==> src/rtl/cic_frame_sequencer.sv <==
// cic_frame_sequencer: shared decimation strobe plus channel-tagged readout of CIC snapshots.
// Optional CIC_FRAME_SEQ_FRAMECNT_EN adds an 8-bit out_frame tag per captured frame.
module cic_frame_sequencer #(
  parameter int N_CH      = 16,
  parameter int W         = 19,
  parameter int DEC_RATIO = 64,
  parameter int CAP_LAT   = 1,
  localparam int CW = (N_CH > 1) ? $clog2(N_CH) : 1,
  localparam int DW = $clog2(DEC_RATIO)
) (
  input  logic              clk,
  input  logic              rst,
  input  logic              en,
  input  logic [N_CH*W-1:0] ch_data,
  output logic              dec_clk,
  output logic [W-1:0]      out_data,
  output logic [CW-1:0]     out_ch,
  output logic              out_valid,
  input  logic              out_ready,
  output logic              out_last,
  output logic              overrun
`ifdef CIC_FRAME_SEQ_FRAMECNT_EN
  ,
  output logic [7:0]        out_frame
`endif
);

  typedef enum logic {IDLE, SEND} state_t;

  logic [DW-1:0] dec_cnt_q, dec_cnt_d;
  logic          dec_clk_q, dec_clk_d;
  logic          cap;

  always_comb begin
    dec_cnt_d = dec_cnt_q;
    dec_clk_d = 1'b0;
    if (en) begin
      dec_cnt_d = (dec_cnt_q == DW'(DEC_RATIO-1))
                ? '0 : dec_cnt_q + DW'(1);
      dec_clk_d = (dec_cnt_q == DW'(DEC_RATIO-2));
    end
  end

  always_ff @(posedge clk or negedge rst) begin
    if (!rst) begin
      dec_cnt_q <= '0;
      dec_clk_q <= 1'b0;
    end else begin
      dec_cnt_q <= dec_cnt_d;
      dec_clk_q <= dec_clk_d;
    end
  end

  // The delay line ignores en so a strobe already issued always captures.
  generate
    if (CAP_LAT == 0) begin : g_nolat
      assign cap = dec_clk_q;
    end else begin : g_lat
      logic [CAP_LAT-1:0] dly_q, dly_d;
      always_comb begin
        dly_d = (dly_q << 1) | CAP_LAT'(dec_clk_q);
      end
      always_ff @(posedge clk or negedge rst) begin
        if (!rst) dly_q <= '0;
        else      dly_q <= dly_d;
      end
      assign cap = dly_q[CAP_LAT-1];
    end
  endgenerate

  state_t        state_q, state_d;
  logic [CW-1:0] ch_idx_q, ch_idx_d;
  logic          overrun_q, overrun_d;
  logic          hs, last, take;

  assign hs   = (state_q == SEND) && out_ready;
  assign last = (ch_idx_q == CW'(N_CH-1));

  always_comb begin
    state_d   = state_q;
    ch_idx_d  = ch_idx_q;
    overrun_d = overrun_q;
    take      = 1'b0;
    unique case (state_q)
      IDLE: begin
        if (cap) begin
          take     = 1'b1;
          ch_idx_d = '0;
          state_d  = SEND;
        end
      end
      SEND: begin
        if (hs && last) begin
          ch_idx_d = '0;
          if (cap) take = 1'b1;
          else     state_d = IDLE;
        end else begin
          if (hs)  ch_idx_d  = ch_idx_q + CW'(1);
          if (cap) overrun_d = 1'b1;
        end
      end
    endcase
  end

  always_ff @(posedge clk or negedge rst) begin
    if (!rst) begin
      state_q   <= IDLE;
      ch_idx_q  <= '0;
      overrun_q <= 1'b0;
    end else begin
      state_q   <= state_d;
      ch_idx_q  <= ch_idx_d;
      overrun_q <= overrun_d;
    end
  end

  logic [W-1:0] snap_q [N_CH];
  logic [W-1:0] snap_d [N_CH];

  always_comb begin
    snap_d = snap_q;
    if (take) begin
      for (int k = 0; k < N_CH; k++) begin
        snap_d[k] = ch_data[k*W +: W];
      end
    end
  end

  // Snapshot contents are only observable while SEND, so no reset.
  always_ff @(posedge clk) begin
    snap_q <= snap_d;
  end

  assign dec_clk   = dec_clk_q;
  assign out_valid = (state_q == SEND);
  assign out_data  = out_valid ? snap_q[ch_idx_q] : '0;
  assign out_ch    = ch_idx_q;
  assign out_last  = out_valid && last;
  assign overrun   = overrun_q;

`ifdef CIC_FRAME_SEQ_FRAMECNT_EN
  logic [7:0] fcnt_q, fcnt_d;
  logic [7:0] frame_q, frame_d;

  always_comb begin
    fcnt_d  = fcnt_q;
    frame_d = frame_q;
    if (take) begin
      frame_d = fcnt_q;
      fcnt_d  = fcnt_q + 8'd1;
    end
  end

  always_ff @(posedge clk or negedge rst) begin
    if (!rst) begin
      fcnt_q  <= '0;
      frame_q <= '0;
    end else begin
      fcnt_q  <= fcnt_d;
      frame_q <= frame_d;
    end
  end

  assign out_frame = frame_q;
`endif

endmodule

==> config.mk <==
export PLATFORM = sky130hd
export DESIGN_NAME = cic_frame_sequencer
export DESIGN_NICKNAME = d
export VERILOG_FILES = /design/src/rtl/cic_frame_sequencer.sv
export SDC_FILE = /design/constraint.sdc
export NUM_CORES = 1
export LEC_CHECK = 0
export CORE_MARGIN = 8
export CORE_UTILIZATION = 47
export CTS_CLUSTER_DIAMETER = 150
export DETAILED_ROUTE_END_ITERATION = 8
export PLACE_DENSITY = 0.78
export SLEW_MARGIN = 10
export SYNTH_ARGS = -nofsm -noshare
export SYNTH_HDL_FRONTEND = slang
export SYNTH_SLANG_ARGS = --single-unit
==> constraint.sdc <==
create_clock -name clk -period 43.2 [get_ports clk]
set_input_delay 10.8 -clock clk [delete_from_list [all_inputs] [get_ports clk]]
set_output_delay 10.8 -clock clk [all_outputs]
set_load 0.02 [all_outputs]
==> results of run 1 <==
==> final timing paths <==
path	depth (start not counted)	to	start	slack [ns]
setup / recovery	6	out_data[6]	out_ch[0]	28.77
hold / removal	0	cap	dec_clk	0.40
setup reg to reg	7	snap_q[181]	out_ch[0]	37.87
hold reg to reg	0	cap	dec_clk	0.40
max in group asynchronous	1	out_ch[0]	rst	32.00
min in group asynchronous	1	out_ch[2]	rst	10.71
==> flip-flops by register name, summed over array words and instances (netlist names) <==
| signal | cells |
|---|---|
| out_valid | 1 |
| out_ch | 4 |
| dec_cnt_q | 6 |
| overrun | 1 |
| cap | 1 |
| dec_clk | 1 |
| snap_q | 304 |
==> metal layers <==
layer,GRT usage,part of all wire
met1,0.2188,0.35
met2,0.3542,0.52
met3,0.06971,0.10
met4,0.06958,0.023
met5,0,0.0011
==> through the flow <==
stage	instances	power (mW)	utilization	cell area [sq um]
6_report	1373	0.9540	0.6626	17270
5_1_grt	1368	0.9913	0.6621	17250
4_1_cts	1364	0.9656	0.6617	17240
3_5_place_dp	1302	0.6613	0.6165	16070
3_3_place_gp	1302	0.6571	0.6165	16070
2_1_floorplan	659	0.5469	-	12460
==> kinds of logic after synthesis <==
family                     synth area share
and+or+nand+nor                     0.03022
DFF                                  0.7606
adders and majority gates          0.003012
muxes                                0.1335
buffers and inverters               0.02259
xor gates and xnor gates           0.002812
AOI/OAI and AO/OA                   0.04719
==> critical path, delay by kind of cell, from the launching register on <==
| kind | cells | cell delay, ns |
|---|---|---|
| AO/OA/AOI/OAI | 1 | 0.08 |
| buffers and inverters | 2 | 1.41 |
| flip-flops | 1 | 0.61 |
| AND/OR/NAND/NOR | 2 | 0.29 |
| multiplexers | 1 | 0.64 |
==> layout by cell type (no fill, tap or decap), types with 6 or more instances in the layout <==
| cell | Yosys | final |
|---|---|---|
| mux4_1 | 9 | 9 |
| nand2_1 | 29 | 29 |
| diode_2 | 0 | 9 |
| clkbuf_1 | 12 | 12 |
| buf_4 | 5 | 9 |
| clkdlybuf4s50_1 | 0 | 334 |
| o21ai_0 | 6 | 6 |
| mux4_2 | 14 | 14 |
| nand2b_1 | 13 | 13 |
| a22oi_1 | 50 | 50 |
| nand3_1 | 15 | 15 |
| clkbuf_16 | 0 | 38 |
| o21ai_1 | 17 | 17 |
| dfrtp_1 | 14 | 13 |
| edfxtp_1 | 304 | 304 |
| mux2i_1 | 110 | 110 |
==> layout make-up <==
class,count,area [sq um],share of cell area
repair buffers,344,3431,0.1987
multi-input cells,303,2725,0.1578
diodes,9,22.52,0.001304
inverters,2,7.507,0.0004348
flip-flops and latches,318,9483,0.5492
clock buffers,50,996.0,0.05769
clock inverters,12,181.4,0.01051
well taps,335,419.2,0.02428
==> power groups by stage <==
stage	clock network [mW]	logic (mW)	registers (mW)
finish	0.302	0.297	0.355
global route	0.321	0.314	0.357
CTS	0.309	0.301	0.355
detailed placement	0	0.300	0.362
global placement	0	0.296	0.361
floorplan	0	0.187	0.360
==> out/results.tsv, run 1 <==
stage	metric	value	unit
clock_tree	clk_latency	0.50	ns
power	switching_share	0.2952	
sta	setup_viol	0	
setup_path	cp_max_fo	62	
sta	skew	0.01067	ns
power	ir_drop	0.00003853	V
place	dp_hpwl	23.38	mm
synthesis	synth_area_per_cell	18.91	sq um
die	rows	59	
job	cap_violations	0	
synthesis	synth-seq-cells	318	
setup_path	criticalPathCategory	flip-flop to primary output	
synthesis	synth_ff_type	edfxtp_1	
global_route	grt_first_pass_wirelength	47.00	mm
die	dieWidth	178.8	um
power	pwr-share-seq	0.372	
power	cell_internal_pwr	672.3	uW
cells_and_area	drive_gt1_frac	0.07580	
synthesis	netlist_area	12460	sq um
power	p_leak	5.957	nW
global_route	grt_max_degree	190	
sta	clock.fmax	69.31	MHz
place	dp_slack	28.56	ns
sta	slew_viol_final	0	
synthesis	async_reset_ff_frac	0.04403	
global_route	first_global_vias	8123	
cells_and_area	fill_cells	1799	
clock_tree	cts_tree	yes	
setup_path	slowest_delay	0.83	ns
synthesis	syn_nets	970	
sta	holdWs	0.3959	ns
sta	fin_crit_sh	0.3340	
die	fp.coreArea	26060	sq um
sta	worst_pin_slew	1.142	ns
run_status	status	finished, final reports clean	
setup_path	crit_required	32.40	ns
synthesis	yosys_warnings	0	
setup_path	worst_setup_path_start_kind	flip-flop	
clock_tree	cts.clk_slew.worst_paths	0.05	ns
place	gp_congestion	0.7874	
synthesis	ys_top_cells_by_count	304 x edfxtp_1, 110 x mux2i_1, 50 x a22oi_1	
clock_tree	cts_resized	0	
die	design.die.area	31980	sq um
power	p_switching	281.6	uW
power	pwr-share-comb	0.311	
synthesis	synth_cell_types	38	
clock_tree	post_cts_buffers	0	
synthesis	netlist.area_leader.share	0.7325	
clock_tree	cts_hold_buf	0	
setup_path	crit_path_cell_trace	buf_4, mux4_1, nand2b_1, nand3_1, o21ai_1, clkdlybuf4s50_1	
sta	setup_ws	28.77	ns
synthesis	synth_area_leaders	edfxtp_1 73%, mux2i_1 8.8%, a22oi_1 3.0%, dfrtp_1 2.8%, mux4_2 2.5%	
synthesis	synth_edf_count	304	
sta	setup_tns	0	ns
setup_path	crit_slowest_cell	buf_4	
drt	ant_nets	0	
global_route	grt_usage	0.1997	
cells_and_area	syn_to_final_growth	38.54	%
clock_tree	htree_levels	2	
clock_tree	clock_path_buffers	3	
synthesis	synth.most_common_cell	edfxtp_1	
worst_hold_path	hold_path.class	flip-flop to flip-flop	
die	io_pins	335	
drt	drtIter0Drc	463	
drt	drc_errors	0	
die	initial_core_util	0.4782	
clock_tree	cts_buffers	35	
setup_path	end_kind	primary output	
sta	hold_violations	0	
cells_and_area	num-nets-final	1315	
drt	wl	32.95	mm
sta	min_period	14.43	ns
power	clockPowerShare	0.317	
clock_tree	clock-sinks	318	
drt	avgViaCountPerCell	5.326	
setup_path	crit_arrival	3.63	ns
die	fp.dieH	178.8	um
clock_tree	cts_root_buf	clkbuf_16	
synthesis	synth_cells	659	
sta	slew_headroom	0.2386	
drt	vias	7313	
global_route	antenna_found_initial	7	
drt	wl_per_cell	24.00	um
global_route	grt_overflow	0	
synthesis	synth_seq_area_share	0.7606	
drt	drt_pass1_iterations	4	
place	io_buffers	334	
power	powerDensity	55.25	nW/um^2
sta	rsz0062_at_grt	no	
synthesis	synth_area_leader_cell	edfxtp_1	
Note: power is estimated with default switching activity, not from simulation.
==> run 2: changes to the inputs <==
- CORE_UTILIZATION: 47 -> 44
- PLACE_DENSITY: 0.78 -> 0.77
- clock period: 43.2 -> 11.6 ns (I/O delays scaled with it)
==> out/results.tsv, run 2 (same netlist as run 1, synthesis figures left out) <==
stage	metric	value	unit	change
clock_tree	clock_path_buffers	3		unchanged
cells_and_area	multi_input_area	2730	sq um	+0.18%
setup_path	crit_slowest_cell	buf_4		
clock_tree	cts_hold_buf	0		unchanged
global_route	grt_first_pass_wirelength	47.99	mm	+2.1%
cells_and_area	regMostFlops	snap_q		
cells_and_area	final_common_cell	clkdlybuf4s50_1		
global_route	grt_overflow	0		unchanged
worst_hold_path	hold_path.class	flip-flop to flip-flop		
sta	clock.fmax	153.8	MHz	
die	io_pins	335		unchanged
die	fp.coreArea	27860	sq um	+6.9%
setup_path	end_kind	primary output		
setup_path	crit_family	buffers and inverters		
clock_tree	clk_latency	0.49	ns	about the same
drt	wl_per_cell	23.47	um	-2.2%
place	dp.cells	1346		+3.4%
clock_tree	post_cts_buffers	0		unchanged
die	rows	61		+3.4%
cells_and_area	fill_cells	2003		+11%
setup_path	crit_required	8.70	ns	-23.70 ns
drt	avgViaCountPerCell	5.214		-2.1%
setup_path	slowest_delay	0.84	ns	about the same
sta	setup_tns	0	ns	unchanged
clock_tree	cts_tree	yes		
clock_tree	cts.clk_slew.worst_paths	0.06	ns	about the same
cells_and_area	syn_to_final_growth	37.78	%	
drt	ant_nets	0		unchanged
cells_and_area	final_cell_mix	334 x clkdlybuf4s50_1, 304 x edfxtp_1, 110 x mux2i_1		
cells_and_area	fin_cells	1409		+2.6%
sta	min_period	6.502	ns	
die	initial_core_util	0.4473		-0.03089
power	ir_drop	0.0001315	V	+240%
sta	slew_viol_final	0		unchanged
run_status	status	finished, final reports clean		
setup_path	cp_max_fo	61		-1.6%
die	dieWidth	184.3	um	+3.1%
clock_tree	htree_levels	2		unchanged
cells_and_area	regArea	9483	sq um	unchanged
place	dp_slack	5.605	ns	-22.96 ns
drt	drt_pass1_iterations	5		+1
drt	drc_errors	0		unchanged
place	dpl_cell_area	16120	sq um	+0.33%
cells_and_area	drive_gt1_frac	0.07303		-0.002774
power	powerDensity	200.4	nW/um^2	+260%
sta	setup_ws	5.098	ns	-23.67 ns
cells_and_area	num-nets-final	1315		unchanged
setup_path	crit_path_cell_trace	buf_4, mux4_1, nand2b_1, nand3_1, o21ai_1, clkdlybuf4s50_1		
drt	vias	7346		+0.45%
clock_tree	clock-sinks	318		unchanged
drt	wl	33.07	mm	+0.36%
sta	fin_crit_sh	0.5605		
cells_and_area	largest_reg_flops	304		unchanged
die	design.die.area	33960	sq um	+6.2%
setup_path	cp_num_buf_inv	2		unchanged
global_route	first_global_vias	8077		-0.57%
drt	drtIter0Drc	507		+9.5%
die	fp.dieH	184.3	um	+3.1%
job	cap_violations	0		unchanged
sta	worst_pin_slew	1.061	ns	-0.08138 ns
power	p_leak	5.895	nW	-1.0%
cells_and_area	post-route-cell-area	17170	sq um	-0.55%
place	io_buffers	334		unchanged
sta	hold_violations	0		unchanged
clock_tree	cts_resized	0		unchanged
place	dp_hpwl	23.75	mm	+1.6%
setup_path	criticalPathCategory	flip-flop to primary output		
clock_tree	cts_buffers	34		-2.9%
sta	slew_headroom	0.2928		+0.05425
setup_path	crit_arrival	3.60	ns	-0.03 ns
global_route	antenna_found_initial	4		-3
sta	skew	0.01095	ns	+0.0002740 ns
setup_path	worst_setup_path_start_kind	flip-flop		
clock_tree	cts_root_buf	clkbuf_16		
sta	setup_viol	0		unchanged
global_route	grt_usage	0.1900		-0.009693
global_route	grt_max_degree	82		-57%
sta	rsz0062_at_grt	no		
place	gp_congestion	0.8341		+5.9%
## run 2: power by group
| group | total [mW] | leakage, nW | switching, mW | internal [mW] |
|---|---|---|---|---|
| Sequential | 1.33 | 2.90 | 0.0475 | 1.28 |
| Clock | 1.01 | 0.507 | 0.416 | 0.599 |
| Combinational | 1.09 | 2.48 | 0.585 | 0.509 |
## run 2: final cells by class
class	instances	area share
antenna	4	0.0005830
sequential	318	0.5523
clock inverter	16	0.007870
tap	378	0.02755
multi-input combinational	303	0.1590
clock buffer	43	0.05276
timing repair buffer	345	0.1995
inverter	2	0.0004372
## run 2: final timing paths
check | depth (start not counted) | slack (ns) | startpoint | end
setup / recovery | 6 | 5.10 | out_ch[0] | out_data[4]
hold / removal | 0 | 0.44 | dec_clk | cap
setup reg to reg | 7 | 7.63 | out_ch[1] | snap_q[255]
hold reg to reg | 0 | 0.44 | dec_clk | cap
max in group asynchronous | 1 | 8.28 | rst | out_ch[0]
min in group asynchronous | 1 | 2.81 | rst | dec_cnt_q[1]
## run 2: metrics by stage
stage                     utilization  hold WS [ns]  total power, mW
final                          0.6163        0.4374            3.441
after global routing           0.6162        0.4391            3.602
after CTS                      0.6160        0.4411            3.485
after detailed placement       0.5786        0.4238            2.466
after global placement         0.5786        0.4400            2.452
after floorplan                     -        0.4597            2.034
## run 2: per-layer routing
layer	GRT usage	part of all wire
met4	0.06292	0.026
met3	0.07068	0.10
met1	0.2125	0.36
met2	0.3312	0.52
met5	0	0.00051
## run 2: worst register-to-register path, delay by kind of cell (launching register included)
| kind | cells | cell delay, ns |
|---|---|---|
| adders and majority gates | 1 | 0.26 |
| and+or+nand+nor | 2 | 0.37 |
| DFF | 1 | 0.63 |
| AOI/OAI and AO/OA | 1 | 0.18 |
| buffers and inverters | 3 | 2.08 |
==> run 3: changes to the inputs <==
- clock period: 11.6 -> 5.3 ns (I/O delays scaled with it)
==> out/results.tsv, run 3 (same netlist as run 1, synthesis figures left out) <==
stage	metric	value	unit	change
sta	skew	0.006411	ns	-0.004534 ns
setup_path	cp_max_fo	34		-44%
power	p_leak	5.958	nW	+1.1%
drt	ant_nets	0		unchanged
setup_path	reg2reg_to	snap_q[154]		
setup_path	r2r_cells	6		-1
clock_tree	clk_latency	0.50	ns	about the same
setup_path	end_kind	primary output		
sta	fin_crit_sh	0.8677		
sta	rsz0062_at_grt	no		
global_route	antenna_found_initial	1		-3
cells_and_area	final_common_cell	clkdlybuf4s50_1		
cells_and_area	final_cell_mix	334 x clkdlybuf4s50_1, 304 x edfxtp_1, 110 x mux2i_1		
power	powerDensity	444.7	nW/um^2	+120%
global_route	grt_max_degree	122		+49%
clock_tree	cts_tree	yes		
sta	setup_viol	0		unchanged
place	dp_hpwl	23.05	mm	-2.9%
worst_hold_path	whs_path_depth	0		unchanged
worst_hold_path	min_from	dec_clk		
global_route	first_global_vias	7910		-2.1%
cells_and_area	regArea	9484	sq um	about the same
sta	slew_headroom	0.2167		-0.07614
clock_tree	post_cts_buffers	0		unchanged
global_route	grt_overflow	0		unchanged
cells_and_area	final_util	0.6218		+0.005434
cells_and_area	fill_cells	1980		-1.1%
clock_tree	cts_buffers	35		+2.9%
sta	min_period	4.599	ns	
sta	hold_violations	0		unchanged
setup_path	r2r-start	out_ch[1]		
worst_hold_path	hold_path.class	flip-flop to flip-flop		
die	dieWidth	184.3	um	unchanged
drt	vias	7336		-0.14%
cells_and_area	largest_reg_flops	304		unchanged
die	fp.dieH	184.3	um	unchanged
drt	drc_errors	0		unchanged
sta	holdWs	0.4069	ns	-0.03046 ns
place	dpl_cell_area	16190	sq um	+0.42%
cells_and_area	multi_input_area	2751	sq um	+0.78%
drt	wl	32.41	mm	-2.0%
global_route	grt_usage	0.1848		-0.005146
cells_and_area	regMostFlops	snap_q		
setup_path	crit_required	3.97	ns	-4.73 ns
global_route	grt_first_pass_wirelength	46.90	mm	-2.3%
cells_and_area	post-route-cell-area	17320	sq um	+0.88%
run_status	status	finished, final reports clean		
clock_tree	cts_root_buf	clkbuf_16		
sta	slew_viol_final	0		unchanged
setup_path	crit_start	out_ch[0]		
place	io_buffers	334		unchanged
die	io_pins	335		unchanged
worst_hold_path	min_to	cap		
die	initial_core_util	0.4473		unchanged
cells_and_area	drive_gt1_frac	0.08043		+0.007398
clock_tree	clock_path_buffers	3		unchanged
setup_path	crit_arrival	3.27	ns	-0.33 ns
job	cap_violations	0		unchanged
cells_and_area	num-nets-final	1317		+0.15%
sta	clock.fmax	217.5	MHz	
clock_tree	clock-sinks	318		unchanged
place	gp_congestion	0.8170		-2.1%
clock_tree	cts_hold_buf	0		unchanged
clock_tree	htree_levels	2		unchanged
power	ir_drop	0.0003032	V	+130%
drt	drtIter0Drc	583		+15%
die	design.die.area	33960	sq um	unchanged
clock_tree	cts.clk_slew.worst_paths	0.06	ns	about the same
clock_tree	cts_resized	0		unchanged
cells_and_area	syn_to_final_growth	39.00	%	
die	fp.coreArea	27860	sq um	unchanged
setup_path	criticalPathCategory	flip-flop to primary output		
drt	wl_per_cell	22.97	um	-2.1%
setup_path	reg2reg_setup_slack	2.14	ns	-5.49 ns
drt	avgViaCountPerCell	5.199		-0.28%
setup_path	worst_setup_path_start_kind	flip-flop		
drt	drt_pass1_iterations	5		unchanged
die	rows	61		unchanged
sta	worst_pin_slew	1.175	ns	+0.1142 ns
## run 3: changes by cell type in the layout (fill, tap and decap cells not counted), moves of 2 or more
cell	delta
inv_6	-3
clkinv_2	+3
clkinv_1	-2
buf_12	+3
buf_4	-2
clkbuf_8	+2
clkbuf_16	+2
diode_2	-3
## run 3: worst max path at each step
stage                   end  slack (ns)  cells past startpoint
3_3_place_gp    out_data[3]        1.19                      7
5_1_grt        out_data[15]        0.49                      7
3_5_place_dp    out_data[3]        1.20                      7
6_report        out_data[3]        0.70                      7
4_1_cts         out_data[3]        0.64                      7
2_1_floorplan     snap_q[0]       -1.49                      2
## run 3: report_power, final
group / leakage [nW] / internal [mW] / switching, mW
Combinational: 2.50 / 1.12 / 1.26
Clock: 0.552 / 1.45 / 0.927
Sequential: 2.90 / 2.81 / 0.130
## run 3: stage by stage
step	total power [mW]	setup TNS, ns	setup slack, ns	instances
2_1_floorplan	4.453	-451.98	-1.487	659
3_3_place_gp	5.384	0	1.189	1347
3_5_place_dp	5.406	0	1.196	1347
4_1_cts	7.791	0	0.6431	1410
5_1_grt	8.019	0	0.4885	1411
6_report	7.703	0	0.7014	1411
## run 3: per-layer routing
layer  track usage  share of wire  wire length (um)
met4       0.05582          0.025               814
met3       0.06104           0.10              3299
met2        0.3215           0.51             16420
met5             0              0                 0
met1        0.2146           0.37             11880
## run 3: final cells by class
type,count,share of cell area
Antenna cell,1,0.0001445
Clock buffer,48,0.05699
Clock inverter,15,0.008379
Inverter,2,0.0004334
Multi-Input combinational cell,303,0.1588
Sequential cell,318,0.5475
Tap cell,378,0.02730
Timing Repair Buffer,346,0.2004
## run 3: critical path, stage by stage (launching register included)
cell and delay [ns]:
dfrtp_4 0.84, buf_4 0.45, buf_4 0.23, mux2i_1 0.08, a221oi_1 0.30, o21ai_1 0.14, nand2_1 0.11, clkdlybuf4s50_1 0.61
